**src/rtl/uart_tx_fifo_ctrl.sv**
```systemverilog
// uart_tx_fifo_ctrl: byte FIFO plus launch sequencer feeding a UART transmitter.
// Bytes are queued from the system side and launched one at a time on uart_din/uart_en,
// paced by uart_tx_busy. A launch that never sees busy is retried after a short low gap.
// Optional feature: define UART_TX_FIFO_DROP_CNT_EN to add a saturating drop counter port.
module uart_tx_fifo_ctrl #(
  parameter int unsigned DEPTH       = 16,
  parameter int unsigned ADDR_W      = 4,
  parameter int unsigned ACK_TIMEOUT = 8
) (
  input  logic              clk,
  input  logic              rst_n,
  input  logic              wr_en,
  input  logic [7:0]        wr_data,
  output logic              full,
  output logic              empty,
  output logic [ADDR_W:0]   count,
  input  logic              uart_tx_busy,
  output logic              uart_en,
  output logic [7:0]        uart_din,
`ifdef UART_TX_FIFO_DROP_CNT_EN
  output logic              overflow,
  output logic [7:0]        drop_cnt
`else
  output logic              overflow
`endif
);

  localparam int unsigned     TmoW      = (ACK_TIMEOUT > 1) ? $clog2(ACK_TIMEOUT) : 1;
  localparam logic [ADDR_W:0] FullCount = (ADDR_W + 1)'(DEPTH);
  localparam logic [TmoW-1:0] TmoLast   = TmoW'(ACK_TIMEOUT - 1);

  typedef enum logic [2:0] {
    StIdle,
    StLoad,
    StPulse,
    StWaitDone,
    StGap
  } state_e;

  state_e            state_q, state_d;
  logic [7:0]        mem_q [DEPTH];
  logic [ADDR_W-1:0] wr_ptr_q, rd_ptr_q;
  logic [ADDR_W:0]   count_q, count_d;
  logic              full_q, empty_q;
  logic              uart_en_q, uart_en_d;
  logic [7:0]        din_q;
  logic [TmoW-1:0]   tmo_q, tmo_d;
  logic              gap_q, gap_d;
  logic              ovf_q;
  logic              push, pop, drop;

  // Full is the registered flag, so a write while full is dropped even if LOAD pops.
  assign push = wr_en & ~full_q;
  assign drop = wr_en & full_q;
  assign pop  = (state_q == StLoad);

  // Occupancy next state; simultaneous push and pop cancel out.
  always_comb begin
    count_d = count_q;
    if (push && !pop) begin
      count_d = count_q + 1'b1;
    end else if (pop && !push) begin
      count_d = count_q - 1'b1;
    end
  end

  // Launch sequencer next state and uart_en/timer next values.
  always_comb begin
    state_d   = state_q;
    uart_en_d = uart_en_q;
    tmo_d     = tmo_q;
    gap_d     = gap_q;
    unique case (state_q)
      StIdle: begin
        if (!empty_q && !uart_tx_busy) state_d = StLoad;
      end
      StLoad: begin
        uart_en_d = 1'b1;
        tmo_d     = '0;
        state_d   = StPulse;
      end
      StPulse: begin
        if (uart_tx_busy) begin
          uart_en_d = 1'b0;
          state_d   = StWaitDone;
        end else if (tmo_q == TmoLast) begin
          // No acknowledge: drop the request and relaunch the same byte after the gap.
          uart_en_d = 1'b0;
          gap_d     = 1'b0;
          state_d   = StGap;
        end else if (tmo_q != '1) begin
          tmo_d = tmo_q + 1'b1;
        end
      end
      StGap: begin
        // Two low cycles so the transmitter's synchroniser sees a clean rising edge.
        if (gap_q) begin
          uart_en_d = 1'b1;
          tmo_d     = '0;
          state_d   = StPulse;
        end else begin
          gap_d = 1'b1;
        end
      end
      StWaitDone: begin
        uart_en_d = 1'b0;
        if (!uart_tx_busy) state_d = StIdle;
      end
      default: begin
        uart_en_d = 1'b0;
        state_d   = StIdle;
      end
    endcase
  end

  // State register.
  always_ff @(posedge clk) begin
    if (!rst_n) begin
      state_q <= StIdle;
    end else begin
      state_q <= state_d;
    end
  end

  // Pointers, flags, launch register and timers.
  always_ff @(posedge clk) begin
    if (!rst_n) begin
      wr_ptr_q  <= '0;
      rd_ptr_q  <= '0;
      count_q   <= '0;
      full_q    <= 1'b0;
      empty_q   <= 1'b1;
      uart_en_q <= 1'b0;
      din_q     <= 8'h00;
      tmo_q     <= '0;
      gap_q     <= 1'b0;
      ovf_q     <= 1'b0;
    end else begin
      if (push) wr_ptr_q <= wr_ptr_q + 1'b1;
      if (pop) begin
        rd_ptr_q <= rd_ptr_q + 1'b1;
        din_q    <= mem_q[rd_ptr_q];
      end
      count_q   <= count_d;
      full_q    <= (count_d == FullCount);
      empty_q   <= (count_d == '0);
      uart_en_q <= uart_en_d;
      tmo_q     <= tmo_d;
      gap_q     <= gap_d;
      if (drop) ovf_q <= 1'b1;
    end
  end

  // Storage array; contents are don't-care after reset.
  always_ff @(posedge clk) begin
    if (push) mem_q[wr_ptr_q] <= wr_data;
  end

`ifdef UART_TX_FIFO_DROP_CNT_EN
  logic [7:0] drop_cnt_q;

  // Saturating count of writes dropped while full.
  always_ff @(posedge clk) begin
    if (!rst_n) begin
      drop_cnt_q <= 8'h00;
    end else if (drop && (drop_cnt_q != 8'hFF)) begin
      drop_cnt_q <= drop_cnt_q + 8'd1;
    end
  end

  assign drop_cnt = drop_cnt_q;
`endif

  assign full     = full_q;
  assign empty    = empty_q;
  assign count    = count_q;
  assign uart_en  = uart_en_q;
  assign uart_din = din_q;
  assign overflow = ovf_q;

endmodule

```
**config.mk**
```make
export PLATFORM = sky130hd
export DESIGN_NAME = uart_tx_fifo_ctrl
export DESIGN_NICKNAME = d
export VERILOG_FILES = /design/src/rtl/uart_tx_fifo_ctrl.sv
export SDC_FILE = /design/constraint.sdc
export NUM_CORES = 1
export LEC_CHECK = 0
export BUFFER_PORTS_ARGS = -buffer_cell sky130_fd_sc_hd__buf_2
export CORE_UTILIZATION = 45
export CTS_CLUSTER_SIZE = 24
export DETAILED_ROUTE_END_ITERATION = 7
export GPL_ROUTABILITY_DRIVEN = 0
export PLACE_DENSITY = 0.72
export SYNTH_ARGS = -nofsm -noshare
export SYNTH_HDL_FRONTEND = slang
export SYNTH_SLANG_ARGS = --single-unit
```
**constraint.sdc**
```tcl
create_clock -name clk -period 2 [get_ports clk]
set_clock_uncertainty 0.15 [all_clocks]
set_input_delay 0.2 -clock clk [delete_from_list [all_inputs] [get_ports clk]]
set_output_delay 0.2 -clock clk [all_outputs]
set_load 0.01 [all_outputs]
```
# Word-level counts from Yosys, hierarchy flattened
# Memory sizes are Yosys's and may differ from the RTL's. A register that Yosys moved wholly into a read port is not among the register bits.
# Cells that the tools add are included.
# word_totals
word_cells,72
memories,1
regBits,24
mem_bits_rw,128
# op_classes
eq_ne,15
n_mux,21
reduce_logical,16
n_addsub,5
bitwise,4
# mem_list
name,depth,word_bits,read_ports,rd_ports_with_merged_regs,wr,line_no,source
mem_q,16,8,1,1,1,41,logic [7:0] mem_q [DEPTH];
# ops
operator,count
two-way mux 3 bit,9
case mux 3 bit (5 select lines),1
"!= test 2 bit, second input constant",7
two-way mux 5 bit,2
case mux 3 bit (3 select lines),1
"adder 4 x 1 -> 4 bit, second input constant",2
"equality test 3 x 2 -> 1 bit, second input constant",2
"equality test 3 bit, second input constant",2
two-way mux 1 bit,6
"!= test 3 bit, second input constant",2
AND reduction 3 bit,2
"adder 5 x 1 -> 5 bit, second input constant",1
"equality test 5 bit, second input constant",1
logical NOT 1 bit,5
logical NOT 5 bit,1
AND reduction 5 bit,1
"subtractor 5 x 1 -> 5 bit, second input constant",1
case mux 1 bit (4 select lines),1
AND reduction 4 bit,1
"adder 3 x 1 -> 3 bit, second input constant",1
"equality test 3 x 1 -> 1 bit, second input constant",1
logical AND 1 bit,3
logical NOT 3 bit,1
nonzero test 3 bit,1
4 further kinds,6

# Logic depth before layout (Yosys ltp)
# Gate-level depths: netlist of run 1.
# logic_depth
depth_word,7
mapped_depth,7
depth_no_buf,7

# Least setup slack after synthesis of run 1
# OpenSTA, ideal clock, no wires.
# synth_timing
path_type,reg2reg
start,"reg full_q, in the netlist full"
end,"mem mem_q[3][0], enable pin"
arrival_time_ps,1566
path_buffers,1
t_required_ps,1467
setup_ps,383
stages_incl_launch_ff,5
period_less_slack_ps,2100
path_slack_ps,-100
path_cell_list,dfxtp_1 nor2b_1 buf_1 nand2_1 nor3_1
# synth_via
elab_chain_len,4
# synth_lines
item,line_no,source
from (decl),44,"logic full_q, empty_q;"
from (signal assigned),145,full_q <= (count_d == FullCount);
inverter 1 bit,53,assign push = wr_en & ~full_q;
AND 1 bit,53,
two-way mux 1 bit,156,if (push) mem_q[wr_ptr_q] <= wr_data;
two-way mux 1 bit (not written as such),156,
to (decl),41,
# No other way between the ends.

# Final worst setup path of run 1
# layout_timing
start,"reg full_q, in the netlist full"
end,"reg full_q, in the netlist full"
# layout_via
elab_chain_len,7
word_cells_on_any_way,8
# layout_lines
item,line_no,source
inverter 1 bit (*),53,
AND 1 bit (*),53,
logical NOT 1 bit,62,end else if (pop && !push) begin
logical AND 1 bit,62,
two-way mux 5 bit,62,
two-way mux 5 bit (*),60,if (push && !pop) begin
equality test 5 bit (*),145,
# Mark *: on every way between the ends. The rest lies on a longest branch, timed or not.
# A chain may end at the register's enable or synchronous reset.

==> reports/metrics.cfg, run 1 <==
[critical_path]
required_ns = 2.17
crit_arrival_ns = 2.14
r2r_end = full$_SDFF_PN0_
cp_cell_sequence = nand2b_1, or4_1, a211oi_2, and2_1, nor4b_2
crit_path_top_delay_cell = or4_1
cp_max_fo = 4
cp-start-kind = flip-flop
crit_type = reg -> reg
end_kind = flip-flop
worstRegToRegCells = 5
crit_path_max_incr_delay_ns = 0.53
rr_startpoint = full$_SDFF_PN0_
reg2reg_slack_ns = 0.03

[grt]
antenna_found_initial = 0
grtUsageTotal = 0.195
grt_overflow = 0
grt_pass1_vias = 3592
grt_pass1_wl_mm = 20.5
grt_max_degree = 36

[cells_and_area]
stdcell_area_um2 = 7770
area_delta_synth_final_pct = 20.4
drive_gt1_frac = 0.326
final_core_util = 0.557
antennaDiodeCount = 0
final_nets = 478
fillers = 1045
final_common_cell = edfxtp_1
layout.cells.most_common_list = edfxtp_1, mux4_2, nor2_1

[clocking]
cts_tree = built
clock_latency_ns = 0.42
htreeDepth = 4
clkSlewWorstSetupHoldPaths_ns = 0.06
clkSinkCount = 160
numCtsBuffers = 17
cts_buffer_depth = 2
cts_root_buffer = clkbuf_16

[sta]
worst_pin_slew_ns = 0.726
max_freq_mhz = 508
period_needed_ns = 1.97
timing.final.crit_share = 0.984
hold_viol = 0
finalSetupViolCount = 0
relSlewSlack = 0.514
rsz0062_at_grt = yes
fin_tns_setup_ns = 0
fin_ws_ns = 0.0318
drv_slew = 0

[die]
die_w_um = 122
rows = 43
start_util = 0.463
coreArea_um2 = 13900
dieArea_um2 = 14800
io_pins = 29
dieHeight_um = 122

[synth]
syn_inst = 396
yosys.area.top_type = edfxtp_1
yosysUniqueCellTypes = 47
syn_area_um2 = 6450
yosysTopAreaCellShare = 0.596
async_flop_share = 0
yosys-top-cells-area = edfxtp_1, mux4_2, dfxtp_1, a22oi_1, ha_1
ys.flop_type = edfxtp_1
avgSynthCellArea_um2 = 16.3
yosys_warnings = 0
synth-seq-cells = 160
seq_area_frac_synth = 0.695
synth_edf_count = 128
synth_nets = 417

[detailed_routing]
totalWireLength_mm = 13.2
drc_errors = 0
ant_nets = 0
wire_per_inst_um = 20.3
via_per_inst = 5.60
firstDrtPassIters = 5
drtIter0Drc = 304
vias = 3641

[placed_design]
place_area_um2 = 7020
pre_cts_ws_ns = -0.130
hpwl_mm = 8.55
io_buffers = 28

[worst_hold_path]
whs_path_depth = 1
hold_path.class = in -> reg
hold_start = wr_data[0]
hold_end = mem_q[11][0]$_DFFE_PP_

[power_and_ir_drop]
max-vdd-ir-drop_v = 0.000731
p_leak_nw = 2.65
power_density_nw_per_um2 = 1000
total_power_w = 0.00778

[outcome]
status = finished, final reports clean

[run]
maxCapViolations = 0

flip-flops by register name, summed over array words and instances (netlist names):
register	count
count	5
empty	1
full	1
gap_q	1
mem_q	128
overflow	1
rd_ptr_q	4
state_q	3
tmo_q	3
uart_din	8
uart_en	1
wr_ptr_q	4
Yosys cell counts, drive strengths merged (3+ instances only):
cell    number
a211oi       3
dfxtp       32
nor3         7
nand2       19
nor4b        3
edfxtp     128
and2        10
buf         11
xnor2        7
nor2b        7
ha           9
a31o         3
clkbuf      13
o21a         3
mux4        32
nor2        30
a31oi        3
nand2b       3
a22oi       18
inv          9
a21oi       20
nor3b        3
metal layers:
| layer | share of wire | routed length (µm) | global-route usage |
|---|---|---|---|
| met1 | 0.45 | 5900 | 0.265 |
| met2 | 0.48 | 6270 | 0.300 |
| met3 | 0.058 | 763 | 0.0496 |
| met4 | 0.019 | 252 | 0.0787 |
| met5 | 0 | 0 | 0 |
worst max path at each step:
stage / start / to / slack [ns] / depth (start not counted)
after floorplan: full$_SDFF_PN0_ / mem_q[1][0]$_DFFE_PP_ / -0.06 / 4
after global placement: rd_ptr_q[0]$_SDFFE_PN0N_ / uart_din[4]$_SDFFE_PN0N_ / -0.04 / 6
after detailed placement: count[1]$_SDFF_PN0_ / full$_SDFF_PN0_ / -0.13 / 7
after CTS: count[0]$_SDFF_PN0_ / full$_SDFF_PN0_ / -0.05 / 6
after global routing: count[1]$_SDFF_PN0_ / full$_SDFF_PN0_ / -0.03 / 7
final: full$_SDFF_PN0_ / full$_SDFF_PN0_ / 0.03 / 5
repair_timing:
action                     4_1_cts  5_1_grt
setup endpoints to repair        5        8
resized for setup                7       17
buffers inserted                 0        0
hold endpoints to repair         7        0
hold buffers                     4        0
pin swaps                        0        1
worst max-delay path, delay by kind of cell, from the launching register on:
kind / cells / cell delay (ns)
and+or+nand+nor: 4 / 1.09
DFF: 1 / 0.33
AOI/OAI and AO/OA: 1 / 0.30
report_power, final:
group	internal [W]	switching (W)
Combinational	0.000341	0.000387
Sequential	0.00368	0.0000632
Clock	0.00199	0.00132
final cells by class:
| class | count | area, µm² | share of cell area |
|---|---|---|---|
| clock buffers | 18 | 429 | 0.0553 |
| inverters | 9 | 33.8 | 0.00435 |
| repair buffers | 66 | 489 | 0.0630 |
| multi-input cells | 203 | 1920 | 0.247 |
| well taps | 180 | 225 | 0.0290 |
| clock inverters | 14 | 179 | 0.0230 |
| flip-flops and latches | 160 | 4500 | 0.579 |
per-stage QoR:
stage | hold WS (ns) | instances
floorplan | 0.149 | 396
global placement | 0.320 | 614
detailed placement | 0.345 | 614
CTS | 0.00775 | 650
global route | 0.0118 | 650
finish | 0.0254 | 650
cells by family after synthesis:
family	after synthesis	share of synthesized area
adder cells (fa/ha/maj)	9	0.0174
flip-flops	160	0.695
AND/OR/NAND/NOR	96	0.0774
multiplexers	33	0.113
buffers and inverters	33	0.0229
XOR/XNOR	9	0.0122
AO/OA/AOI/OAI	56	0.0620
No activity file was read; power rests on OpenSTA's default activity.
==> run 2, diff against run 1 <==
Settings changed: ABC_AREA set to 1, CORE_UTILIZATION 45 to 54, PLACE_DENSITY 0.72 to 0.82, RECOVER_POWER set to 50.
==> run 2 against run 1 <==
  * Register-to-register slack better by 0.15 ns
  * Synthesized cell count is 61% higher
  * Non-clock buffer count is 11 lower
  * Die area is 12% lower
  * Wire length is 19% higher
  * Sequential share of layout area is 0.092 points lower
  * Largest power group unchanged
==> reports/metrics.cfg, run 2 <==
[synth]
syn_area_um2 = 6800
async_flop_share = 0
avgSynthCellArea_um2 = 10.6
yosys_warnings = 0
ys.flop_type = edfxtp_1
yosys-top-cells-area = edfxtp_1, dfxtp_1, nor2_1, nand3_1, nand2_1
yosys.area.top_type = edfxtp_1
syn_inst = 639
yosysMostFrequentCell = edfxtp_1
yosysTopAreaCellShare = 0.565
synth_edf_count = 128
yosysUniqueCellTypes = 31
synth_commonest_cells = edfxtp_1, nor2_1, nand2_1
seq_area_frac_synth = 0.659
synth-seq-cells = 160
synth_nets = 660

[grt]
antenna_found_initial = 0
grt_pass1_vias = 4801
grt_overflow = 0
grt_max_degree = 88
grtUsageTotal = 0.263
grt_pass1_wl_mm = 24.8

[cells_and_area]
multi_input_area_um2 = 1920
largest_register = mem_q
final_common_cell = edfxtp_1
antennaDiodeCount = 0
final_core_util = 0.638
fillers = 897
stdcell_area_um2 = 7760
layout.cells.most_common_list = edfxtp_1, nor2_1, nand2_1
drive_gt1_frac = 0.0950
area_delta_synth_final_pct = 14.1
final_nets = 703
largest_register_ffs = 128
register_area_um2 = 4490

[detailed_routing]
drtIter0Drc = 508
totalWireLength_mm = 15.7
via_per_inst = 5.64
vias = 4867
firstDrtPassIters = 7
ant_nets = 0
drc_errors = 0
wire_per_inst_um = 18.2

[placed_design]
io_buffers = 28
place_area_um2 = 7160
hpwl_mm = 9.86

[critical_path]
required_ns = 1.98
crit_arrival_ns = 1.85
end_kind = flip-flop
cp_max_fo = 8
worstRegToRegCells = 9
r2r_end = full$_SDFF_PN0_
crit_type = in -> reg
rr_startpoint = state_q[1]$_SDFFE_PN0P_
cp-start-kind = input pin
reg2reg_slack_ns = 0.18
crit_path_end = mem_q[3][4]$_DFFE_PP_
worstSetupStartpoint = wr_en

[clocking]
clkSinkCount = 160
clkSlewWorstSetupHoldPaths_ns = 0.06
cts_tree = built
post_cts_buffers = 0
cts_buffer_depth = 2
cts_root_buffer = clkbuf_16
clock_latency_ns = 0.43
hold_buffers = 3
htreeDepth = 4
numCtsBuffers = 17
cts_resized = 0

[die]
dieHeight_um = 114
coreArea_um2 = 12200
die_w_um = 114
start_util = 0.559
dieArea_um2 = 13000
rows = 40
io_pins = 29

[sta]
worst_pin_slew_ns = 0.973
whs_ns = 0.243
fin_tns_setup_ns = 0
relSlewSlack = 0.352
period_needed_ns = 1.86
timing.final.crit_share = 0.931
drv_slew = 0
max_freq_mhz = 537
hold_viol = 0
rsz0062_at_grt = no
finalSetupViolCount = 0

[power_and_ir_drop]
p_leak_nw = 2.85
max-vdd-ir-drop_v = 0.000888
power_density_nw_per_um2 = 1280

[worst_hold_path]
hold_path.class = in -> reg

[outcome]
status = finished, final reports clean

[run]
maxCapViolations = 0

-- run 2: cell count changes in the layout (fill, tap and decap cells not counted), moves of 28 or more --
| cell | before | now |
|---|---|---|
| nor2_1 | 30 | 118 |
| inv_1 | 9 | 45 |
| mux4_2 | 32 | 0 |
| o21ai_0 | 1 | 45 |
| nand3_1 | 2 | 71 |
| nand2_1 | 19 | 76 |
| clkbuf_1 | 1 | 29 |
-- run 2: cell families (layout without fill, tap and decap cells) --
family,Yosys count,in the layout,share of synthesized area
and+or+nand+nor,283,283,0.178
AOI/OAI and AO/OA,103,103,0.0867
adders and majority gates,9,9,0.0166
DFF,160,160,0.659
xor gates and xnor gates,1,1,0.00129
buffers and inverters,83,139,0.0578
-- run 2: per-stage QoR --
stage	std cells	total power (W)	setup slack (ns)
after detailed placement	828	0.00667	0.268
final	863	0.00997	0.138
after CTS	863	0.00998	0.223
after floorplan	639	0.00597	0.319
after global routing	863	0.0104	0.0735
after global placement	828	0.00656	0.360
-- run 2: cell type report --
| class | instances | area share |
|---|---|---|
| Clock buffer | 20 | 0.0563 |
| Clock inverter | 12 | 0.0214 |
| Inverter | 52 | 0.0255 |
| Multi-Input combinational cell | 396 | 0.248 |
| Sequential cell | 160 | 0.578 |
| Tap cell | 168 | 0.0271 |
| Timing Repair Buffer | 55 | 0.0442 |
-- run 2: critical path, cell delays in order --
cell and delay [ns]:
dlygate4sd3_1 0.52, clkbuf_1 0.12, inv_1 0.07, nor2_2 0.16
inv_1 0.15, nor2_1 0.19, nand2_1 0.12, nor2_1 0.12
buf_4 0.19
-- run 2: power by group --
| group | switching (W) | total (W) | internal, W |
|---|---|---|---|
| combinational | 0.00175 | 0.00261 | 0.000858 |
| clock | 0.00124 | 0.00331 | 0.00207 |
| sequential | 0.000199 | 0.00405 | 0.00385 |
| total | 0.00319 | 0.00997 | 0.00678 |
-- run 2: worst min-delay path by stage --
| stage | start | to | slack [ns] | cells after the start |
|---|---|---|---|---|
| finish | wr_data[0] | mem_q[9][0]$_DFFE_PP_ | 0.24 | 1 |
| global route | wr_data[2] | mem_q[2][2]$_DFFE_PP_ | 0.24 | 1 |
| CTS | wr_data[2] | mem_q[12][2]$_DFFE_PP_ | 0.03 | 1 |
| detailed placement | wr_en | overflow$_SDFFE_PN0P_ | 0.30 | 3 |
| global placement | wr_en | overflow$_SDFFE_PN0P_ | 0.29 | 3 |
| floorplan | wr_data[0] | mem_q[0][0]$_DFFE_PP_ | 0.15 | 0 |
-- run 2: per-layer routing --
layer	part of all wire	global-route usage
met4	0.024	0.109
met5	0	0
met3	0.070	0.0656
met2	0.51	0.434
met1	0.40	0.333
==> run 3, diff against run 2 <==
Settings changed: CTS_BUF_LIST set to sky130_fd_sc_hd__clkbuf_8, GPL_TIMING_DRIVEN set to 0.
==> run 3 against run 2 <==
  * Core utilization shrank 0.91 points
  * Die area is the same
  * Register-to-register slack lost 0.08 ns
  * Power shrank 5.6%
  * Clock-buffer cell count shrank 3
  * Setup slack lost 0.038 ns
  * Combinational power grew 8.8%
  * Clock power shrank 23%
  * Sequential power is essentially flat
  * Fmax shrank 2.0%
==> reports/metrics.cfg, run 3 (synthesized netlist as in run 2, its figures left out) <==
[run]
maxCapViolations = 0

[die]
io_pins = 29
start_util = 0.559
dieArea_um2 = 13000
die_w_um = 114
dieHeight_um = 114
rows = 40
coreArea_um2 = 12200

[cells_and_area]
largest_register_ffs = 128
antennaDiodeCount = 0
multi_input_area_um2 = 1980
final_core_util = 0.629
layout.cells.most_common_list = edfxtp_1, nor2_1, nand2_1
final_nets = 712
area_delta_synth_final_pct = 12.5
register_area_um2 = 4480
fillers = 904
final_common_cell = edfxtp_1
drive_gt1_frac = 0.124
largest_register = mem_q

[power_and_ir_drop]
total_power_w = 0.00942
power_density_nw_per_um2 = 1230
p_leak_nw = 2.79
max-vdd-ir-drop_v = 0.000628

[critical_path]
cp_max_fo = 10
required_ns = 1.94
end_kind = flip-flop
rr_startpoint = full$_SDFF_PN0_
cp-start-kind = flip-flop
crit_type = reg -> reg
worstSetupStartpoint = full$_SDFF_PN0_
crit_arrival_ns = 1.84

[grt]
grt_overflow = 0
grt_pass1_vias = 4961
grtUsageTotal = 0.266
grt_pass1_wl_mm = 25.6
grt_max_degree = 17
antenna_found_initial = 0

[detailed_routing]
via_per_inst = 5.86
drtIter0Drc = 498
firstDrtPassIters = 5
ant_nets = 0
drc_errors = 0
wire_per_inst_um = 18.7
totalWireLength_mm = 16.3
vias = 5108

[worst_hold_path]
hold_start = wr_en
hold_path.class = in -> reg

[placed_design]
hpwl_mm = 11.0
io_buffers = 28

[sta]
worst_pin_slew_ns = 1.02
finalSetupViolCount = 0
period_needed_ns = 1.90
max_freq_mhz = 526
relSlewSlack = 0.318
drv_slew = 0
hold_viol = 0
timing.final.crit_share = 0.950

[clocking]
cts_tree = built
htreeDepth = 4
clkSlewWorstSetupHoldPaths_ns = 0.08
cts_buffer_depth = 2
clock_latency_ns = 0.45
numCtsBuffers = 17
clkSinkCount = 160
cts_root_buffer = clkbuf_8

[outcome]
status = finished, final reports clean

-- run 3: cell count changes in the layout (fill, tap and decap cells not counted), sizes merged --
| cell | delta |
|---|---|
| buf | +4 |
| clkinv | +1 |
| clkinvlp | -1 |
| dlygate4sd3 | +2 |
| inv | +2 |
-- run 3: per-layer routing --
layer,up-vias,share of wire,wire length [µm],global-route usage
li1,2301,-,-,-
met3,56,0.093,1520,0.0683
met5,-,0,0,0
met2,307,0.49,8010,0.434
met1,2444,0.39,6300,0.339
met4,0,0.030,489,0.116
-- run 3: repair_timing --
item | CTS | global route
gates resized for setup | 7 | 12
setup buffers | 0 | 0
endpoints found under the setup margin | 48 | 88
hold endpoints to repair | 26 | 0
pin swaps | 0 | 0
hold buffers | 5 | 0
-- run 3: report_power, final --
group	switching (W)	internal (W)	leakage, nW
clock network	0.00119	0.00135	0.205
logic	0.00189	0.000953	1.16
registers	0.000192	0.00384	1.42
-- run 3: worst paths after layout --
path / end / slack (ns) / cells after the start
worst max register to register: mem_q[9][4]$_DFFE_PP_ / 0.1 / 4
worst max-delay path: mem_q[9][4]$_DFFE_PP_ / 0.1 / 4
worst min-delay path: wr_ptr_q[1]$_SDFFE_PN0P_ / 0.15 / 5
worst min register to register: gap_q$_SDFFE_PN0P_ / 0.32 / 2
-- run 3: through the flow --
stage          area [µm²]  hold slack [ns]  instances  setup TNS (ns)  setup WS, ns
2_1_floorplan        6800            0.149        639               0         0.319
3_3_place_gp         7150            0.290        835          -0.791       -0.0610
3_5_place_dp         7150            0.307        835           -2.97        -0.175
4_1_cts              7640          0.00714        871         -0.0154      -0.00472
5_1_grt              7650            0.189        871         -0.0303      -0.00694
6_report             7650            0.153        871               0        0.0999
-- run 3: layout make-up --
class                   count  share of cell area
flip-flops and latches    160               0.586
inverters                  52              0.0258
multi-input cells         396               0.259
clock inverters            14              0.0249
plain buffers              31              0.0253
repair buffers             33              0.0214
clock buffers              17              0.0306
well taps                 168              0.0275
-- run 3: worst max-delay path, cell delays in order, from the launching register on --
cell,delay (ns)
dfxtp_1,0.35
nor2_2,0.18
buf_4,0.21
nand2_1,0.19
nor2_2,0.46
